**src/rtl/tnn_feature_loader.sv**
```systemverilog
// Serial-to-parallel feature loader for a combinational ternary classifier.
// Collects NUM_FEAT beats, gives the classifier a settling cycle, and holds the result.
module tnn_feature_loader #(
    parameter int unsigned NUM_FEAT = 5,
    parameter int unsigned FEAT_W   = 3,
    parameter int unsigned IDX_W    = 8
) (
    input  logic                       clk,
    input  logic                       rst_n,
    input  logic                       s_valid,
    output logic                       s_ready,
    input  logic [FEAT_W-1:0]          s_data,
    input  logic                       s_last,
    output logic [NUM_FEAT*FEAT_W-1:0] feat_vec,
    input  logic                       cls_in,
    output logic                       m_valid,
    input  logic                       m_ready,
    output logic                       m_class,
    output logic [IDX_W-1:0]           m_index,
    output logic                       err_frame
);

    localparam int unsigned CNT_W = (NUM_FEAT > 1) ? $clog2(NUM_FEAT) : 1;
    localparam int unsigned VEC_W = NUM_FEAT * FEAT_W;
    localparam logic [CNT_W-1:0] LAST_CNT = CNT_W'(NUM_FEAT - 1);

    localparam logic [1:0] ST_COLLECT = 2'd0;
    localparam logic [1:0] ST_DROP    = 2'd1;
    localparam logic [1:0] ST_EVAL    = 2'd2;
    localparam logic [1:0] ST_HOLD    = 2'd3;

    logic [1:0]       state_q, state_d;
    logic [CNT_W-1:0] cnt_q, cnt_d;
    logic [VEC_W-1:0] feat_q, feat_d;
    logic             class_q, class_d;
    logic [IDX_W-1:0] index_q, index_d;
    logic             err_q, err_d;
    logic             beat;

    assign s_ready = (state_q == ST_COLLECT) || (state_q == ST_DROP);
    assign beat    = s_valid && s_ready;

    always_comb begin
        state_d = state_q;
        cnt_d   = cnt_q;
        feat_d  = feat_q;
        class_d = class_q;
        index_d = index_q;
        err_d   = 1'b0;
        case (state_q)
            ST_COLLECT: begin
                if (beat) begin
                    if (cnt_q == LAST_CNT) begin
                        cnt_d = '0;
                        if (s_last) begin
                            feat_d[int'(cnt_q)*FEAT_W +: FEAT_W] = s_data;
                            state_d = ST_EVAL;
                        end else begin
                            // Long frame: flag once, then swallow the rest of it in DROP.
                            err_d   = 1'b1;
                            state_d = ST_DROP;
                        end
                    end else if (s_last) begin
                        // Short frame: earlier slots are kept, the next beat restarts at slot 0.
                        err_d = 1'b1;
                        cnt_d = '0;
                    end else begin
                        feat_d[int'(cnt_q)*FEAT_W +: FEAT_W] = s_data;
                        cnt_d = cnt_q + CNT_W'(1);
                    end
                end
            end
            ST_DROP: begin
                if (beat && s_last) begin
                    state_d = ST_COLLECT;
                end
            end
            ST_EVAL: begin
                // feat_vec has been stable for a full cycle; capture the settled decision.
                class_d = cls_in;
                state_d = ST_HOLD;
            end
            ST_HOLD: begin
                if (m_ready) begin
                    index_d = index_q + IDX_W'(1);
                    state_d = ST_COLLECT;
                end
            end
            default: begin
                state_d = ST_COLLECT;
                cnt_d   = '0;
            end
        endcase
    end

    always_ff @(posedge clk or negedge rst_n) begin
        if (!rst_n) begin
            state_q <= ST_COLLECT;
            cnt_q   <= '0;
            feat_q  <= '0;
            class_q <= 1'b0;
            index_q <= '0;
            err_q   <= 1'b0;
        end else begin
            state_q <= state_d;
            cnt_q   <= cnt_d;
            feat_q  <= feat_d;
            class_q <= class_d;
            index_q <= index_d;
            err_q   <= err_d;
        end
    end

    assign feat_vec  = feat_q;
    assign m_valid   = (state_q == ST_HOLD);
    assign m_class   = class_q;
    assign m_index   = index_q;
    assign err_frame = err_q;

endmodule

```
**config.mk**
```make
export PLATFORM = sky130hd
export DESIGN_NAME = tnn_feature_loader
export DESIGN_NICKNAME = d
export VERILOG_FILES = /design/src/rtl/tnn_feature_loader.sv
export SDC_FILE = /design/constraint.sdc
export NUM_CORES = 1
export LEC_CHECK = 0
export ABC_AREA = 1
export CORE_UTILIZATION = 45
export CTS_CLUSTER_SIZE = 12
export DETAILED_ROUTE_END_ITERATION = 16
export PLACE_DENSITY_LB_ADDON = 0.05
export SLEW_MARGIN = 20
export SYNTH_ARGS = -nofsm -noshare
export SYNTH_HDL_FRONTEND = slang
export SYNTH_SLANG_ARGS = --single-unit
```
**constraint.sdc**
```tcl
create_clock -name clk -period 1.6 [get_ports clk]
set_input_delay 0.24 -clock clk [delete_from_list [all_inputs] [get_ports clk]]
set_output_delay 0.24 -clock clk [all_outputs]
set_load 0.03 [all_outputs]
```
; ---- After elaboration in Yosys (flattened, before gate mapping)
; Cells that the tools add are included.
; Widths: inputs -> output; s select.
[word_totals]
ff_bits = 30
latch_bits = 0
mem_bits_rw = 0
romBits = 0
in_bits = 9
wordCells = 47
n_memories = 0
[classes]
addsub = 3
n_mul = 1
n_div = 0
magnitude_cmp = 0
n_eq_ne = 10
shift = 2
mux = 17
bitwise = 0
reduce_logical = 8
[op_table]
columns = operator, n
row1 = $mux 15, 3
row2 = $neg 5->34, 1
row3 = $shift 3x34->15 const A, 1
row4 = $shiftx 3x34->15, 1
row5 = $bwmux 15, 1
row6 = $mux 2, 5
row7 = $add 8x1->8 const B, 1
row8 = $ne 2x1->1 const B, 4
row9 = $pmux 2 s4, 1
row10 = $reduce_and 4->1, 2
row11 = $mux 3, 2
row12 = $mul 3x2->5 const B, 1
row13 = $mux 1, 5
row14 = $eq 2x2->1 const B, 2
row15 = $ne 2x2->1 const B, 2
row16 = $reduce_and 2->1, 2
row17 = $add 3x1->3 const B, 1
row18 = $eq 3x3->1 const B, 1
row19 = $eq 2x1->1 const B, 1
row20 = $logic_and 1x1->1, 2
row21 = $logic_not 2->1, 1
row22 = $logic_or 1x1->1, 1

; ---- Logic depth before layout (Yosys ltp)
[logic_depth]
word_depth = 6
mapped_depth = 10
depth_no_buf = 10

; ---- Least setup slack after synthesis
; Ideal clock, no wire load.
[synth_timing]
path_type = reg-to-reg
start = reg cnt_q[0]
end = reg feat_q[6] (netlist: feat_vec[6])
setup_ps = 118
arrival_ps = 1631
t_required_ps = 1482
path_slack_ps = -149
path_stages_with_launch = 10
n_path_buf = 0
cell_sequence = dfrtp_1 -> inv_1 -> ha_1 -> ha_1 -> nor2_1 -> nor2_1 -> nor2_1 -> nand2_1 -> nand2_1 -> nand2_1
[synth_via]
elab_chain_len = 6
[synth_rtl]
columns = item, line_no
row1 = "start, declared", 33  ; logic [CNT_W-1:0] cnt_q, cnt_d;
row2 = "start signal, assigned", 106  ; cnt_q <= cnt_d;
row3 = $mul 3x2->5, "56, 68"
row4 = $neg 5->34, "56, 68"
row5 = $shiftx 3x34->15 / $shift 3x34->15 (equally long branches), "56, 68"
row6 = $bwmux 15, "56, 68"
row7 = "$mux 15, on equally long branches", "63, 55"
row8 = $mux 15, 53  ; if (cnt_q == LAST_CNT) begin
row9 = "end signal, assigned", 107  ; feat_q <= feat_d;
row10 = "end, declared", 34  ; logic [VEC_W-1:0] feat_q, feat_d;
; Parallel ways exist; a longest one is shown, timed or not. The select of a mux whose other input is x is not followed.
; A chain may end at the register's enable or synchronous reset.

; ---- Final worst setup path
[layout_timing]
start = reg cnt_q[1]
end = reg feat_q[9] (netlist: feat_vec[9])
; The elaborated chain is that of the path after synthesis.

==> summary.md <==
| Metric | Value |
|---|---|
| Layout cells sized above 1 | `0.176` |
| Worst Tran Pin Value | `0.383 ns` |
| Count of final hold-check violations | `0` |
| Min Clock Period, post-route | `1.54 ns` |
| Initial antenna violation count | `0` |
| Setup Skew | `0.0118 ns` |
| Area delta synth->final | `39.3%` |
| Pwr Density | `1620 nW/um^2` |
| Clock sinks | `30` |
| Synth Warn # | `0` |
| Post-synth top area cell | `dfrtp_1` |
| RSZ-0062 raised after global routing | `yes` |
| IO Count | `36` |
| Cell area after layout | `2190 um^2` |
| Tcrit/Tclk final | `0.962` |
| Yosys reg bits | `30` |
| Final ANT Viol Nets | `0` |
| Count leader, synth | `nand2_1` |
| Count of input and output buffers | `35` |
| Placed cell area | `2080 um^2` |
| Clock buffer depth | `2` |
| Most used flip-flop cell after synthesis | `dfrtp_1` |
| Wire length per cell | `11.5 um` |
| Post-route core utilization | `0.657` |
| Antenna diodes | `0` |
| Starting density of the core | `0.472` |
| Die Area | `3740 um^2` |
| Commonest cells post-synth | `nand2_1, dfrtp_1, nand3_1` |
| Cell Chain, Critical Path | `inv_2 > ha_4 > ha_4 > nor2_4 > nor2_4 > nor2_4 > buf_6 > nand3_1 > nand2_1` |
| Worst Path Arrival | `1.80 ns` |
| Hold Crit Class | `in -> async` |
| Largest net degree at the start of global routing | `31` |
| CP Max Fanout | `6` |
| NumNets Final | `276` |
| First DRT Iteration DRCs | `81` |
| Total CTS buffers | `5` |
| Critical path's slowest cell | `dfrtp_1` |
| Filler cell count in the final layout | `294` |
| Num rows | `21` |
| CP most frequent cell | `nor2_4` |
| Slew HR | `0.745` |
| H-tree depth | `2` |
| Library cells used by synthesis | `21` |
| Cell count after synthesis | `204` |
| Grt ovf | `0` |
| Clk slew on worst S/H paths | `0.10 ns` |
| Area fraction of the dominant cell type after synthesis | `0.477` |
| Avg Cell Area, Syn | `7.72 um^2` |
| Synth area leaders | `dfrtp_1, nand2_1, nand3_1` |
| Post-Route WL | `3.54 mm` |
| Footprint of the multi-input gates | `788 um^2` |
| Hpwl dp | `2.61 mm` |
| CTS tree | `yes` |
| Peak VDD IR | `873 uV` |
| Tot Pwr | `3.55 mW` |
| Crit start category | `register` |
| FFs w/ async S/R, synth | `1.00` |
| Final setup viols | `0` |
| Register Area | `751 um^2` |
| Via density per instance | `4.89` |
| Via count | `1507` |
| CP Class | `reg -> reg` |
| Post-synth EDFFs | `0` |
| Placed insts | `296` |
| First-pass GRT wire length | `5.68 mm` |
| Sequential area share after synthesis | `0.477` |
| Number of global-route vias before repair | `1366` |
| Layout Cells excl Fill | `308` |
| Max Cap Viol | `0` |
| Worst path required time | `1.86 ns` |
| Mapped cell area | `1570 um^2` |
| Final GP Congestion | `0.825` |
| P_leak | `1.22 nW` |
| TNS Setup | `0 ns` |
| GRT Total Usage | `0.212` |
| Die Span Y | `61.1 um` |
| Core Region | `3340 um^2` |
| Setup crit end kind | `register` |
| Critical Path Max Stage Delay | `0.38 ns` |
| DRC | `0` |
| Synth Net Count | `219` |
| Die W | `61.1 um` |
| DR pass1 iterations | `5` |
| Clk Latency, worst-skew pair | `0.32 ns` |
| Clock Tree Root | `clkbuf_4` |
| Fmax | `650 MHz` |
| Outcome | `completed` |
| Slew Viols, Final | `0` |
power breakdown:
group          internal [mW]  total [mW]  switching [mW]
clock                  0.213       0.467           0.254
combinational          0.749        1.96            1.21
sequential             0.964        1.12           0.160
total                   1.93        3.55            1.62
critical path, delay by kind of cell (launching register included):
kind / cells / cell delay [ns]
flops: 1 / 0.38
buf+inv: 2 / 0.20
fa+ha+maj: 2 / 0.33
simple gates: 5 / 0.58
worst paths after layout:
check / start / endpoint / slack, ns / depth (start not counted)
setup reg to reg: cnt_q[1] / feat_vec[9] / 0.06 / 9
hold / removal: rst_n / m_index[2] / 0.29 / 2
setup / recovery: cnt_q[1] / feat_vec[9] / 0.06 / 9
max in group asynchronous: rst_n / err_frame / 1.02 / 2
hold reg to reg: feat_vec[10] / feat_vec[10] / 0.48 / 2
min in group clk: cls_in / m_class / 0.48 / 3
kinds of logic (layout without fill, tap and decap cells):
family | Yosys count | after routing | synth area share
xor gates and xnor gates | 6 | 6 | 0.0334
and+or+nand+nor | 125 | 125 | 0.338
DFF | 30 | 30 | 0.477
buffers and inverters | 24 | 82 | 0.0620
AOI/OAI and AO/OA | 13 | 13 | 0.0421
adders and majority gates | 6 | 6 | 0.0477
area by class of cell:
| class | count | area share |
|---|---|---|
| Clock buffer | 7 | 0.0251 |
| Clock inverter | 1 | 0.00228 |
| Inverter | 22 | 0.0377 |
| Multi-Input combinational cell | 150 | 0.360 |
| Sequential cell | 30 | 0.342 |
| Tap cell | 46 | 0.0263 |
| Timing Repair Buffer | 52 | 0.207 |
registers in the layout, summed over array words and instances, names as in the netlist:
name / flops
m_index: 8
err_frame: 1
cnt_q: 3
m_class: 1
feat_vec: 15
state_q: 2
layer usage:
layer / part of all wire / global-route usage
met4: 0.018 / 0.114
met3: 0.039 / 0.0651
met1: 0.43 / 0.244
met2: 0.51 / 0.352
met5: 0 / 0
layout by cell type, fill, tap and decap left out:
| cell type | instances |
|---|---|
| clkbuf_1 | 1 |
| inv_1 | 17 |
| dlygate4sd2_1 | 26 |
| nor3_1 | 1 |
| buf_4 | 15 |
| xnor2_1 | 2 |
| dfrtp_1 | 30 |
| nand2_1 | 64 |
| nand2_2 | 4 |
| nor2_2 | 5 |
| ha_4 | 2 |
| clkinv_2 | 1 |
| nand3_2 | 2 |
| clkdlybuf4s50_1 | 9 |
| buf_6 | 2 |
| inv_2 | 5 |
| clkbuf_8 | 1 |
| nand4_1 | 1 |
| a21oi_1 | 2 |
| a31oi_1 | 1 |
| nor2_1 | 19 |
| nor2_4 | 4 |
| xor2_1 | 4 |
| nand3_1 | 25 |
| clkbuf_4 | 5 |
| o21ai_1 | 2 |
| ha_1 | 4 |
| o21ai_0 | 8 |
through the flow:
stage / hold slack (ns) / setup WS, ns
after floorplan: -0.0556 / 0.0333
after global placement: 0.457 / 0.0271
after detailed placement: 0.470 / 0.00759
after CTS: 0.292 / 0.00793
after global routing: 0.312 / -0.0172
final: 0.292 / 0.0605
repair_timing:
item,4_1_cts,5_1_grt
gates resized for setup,26,13
hold buffers,0,0
setup endpoints to repair,26,15
setup buffers,0,4
pin swaps,0,1
Power figures use the tool's default switching activity.
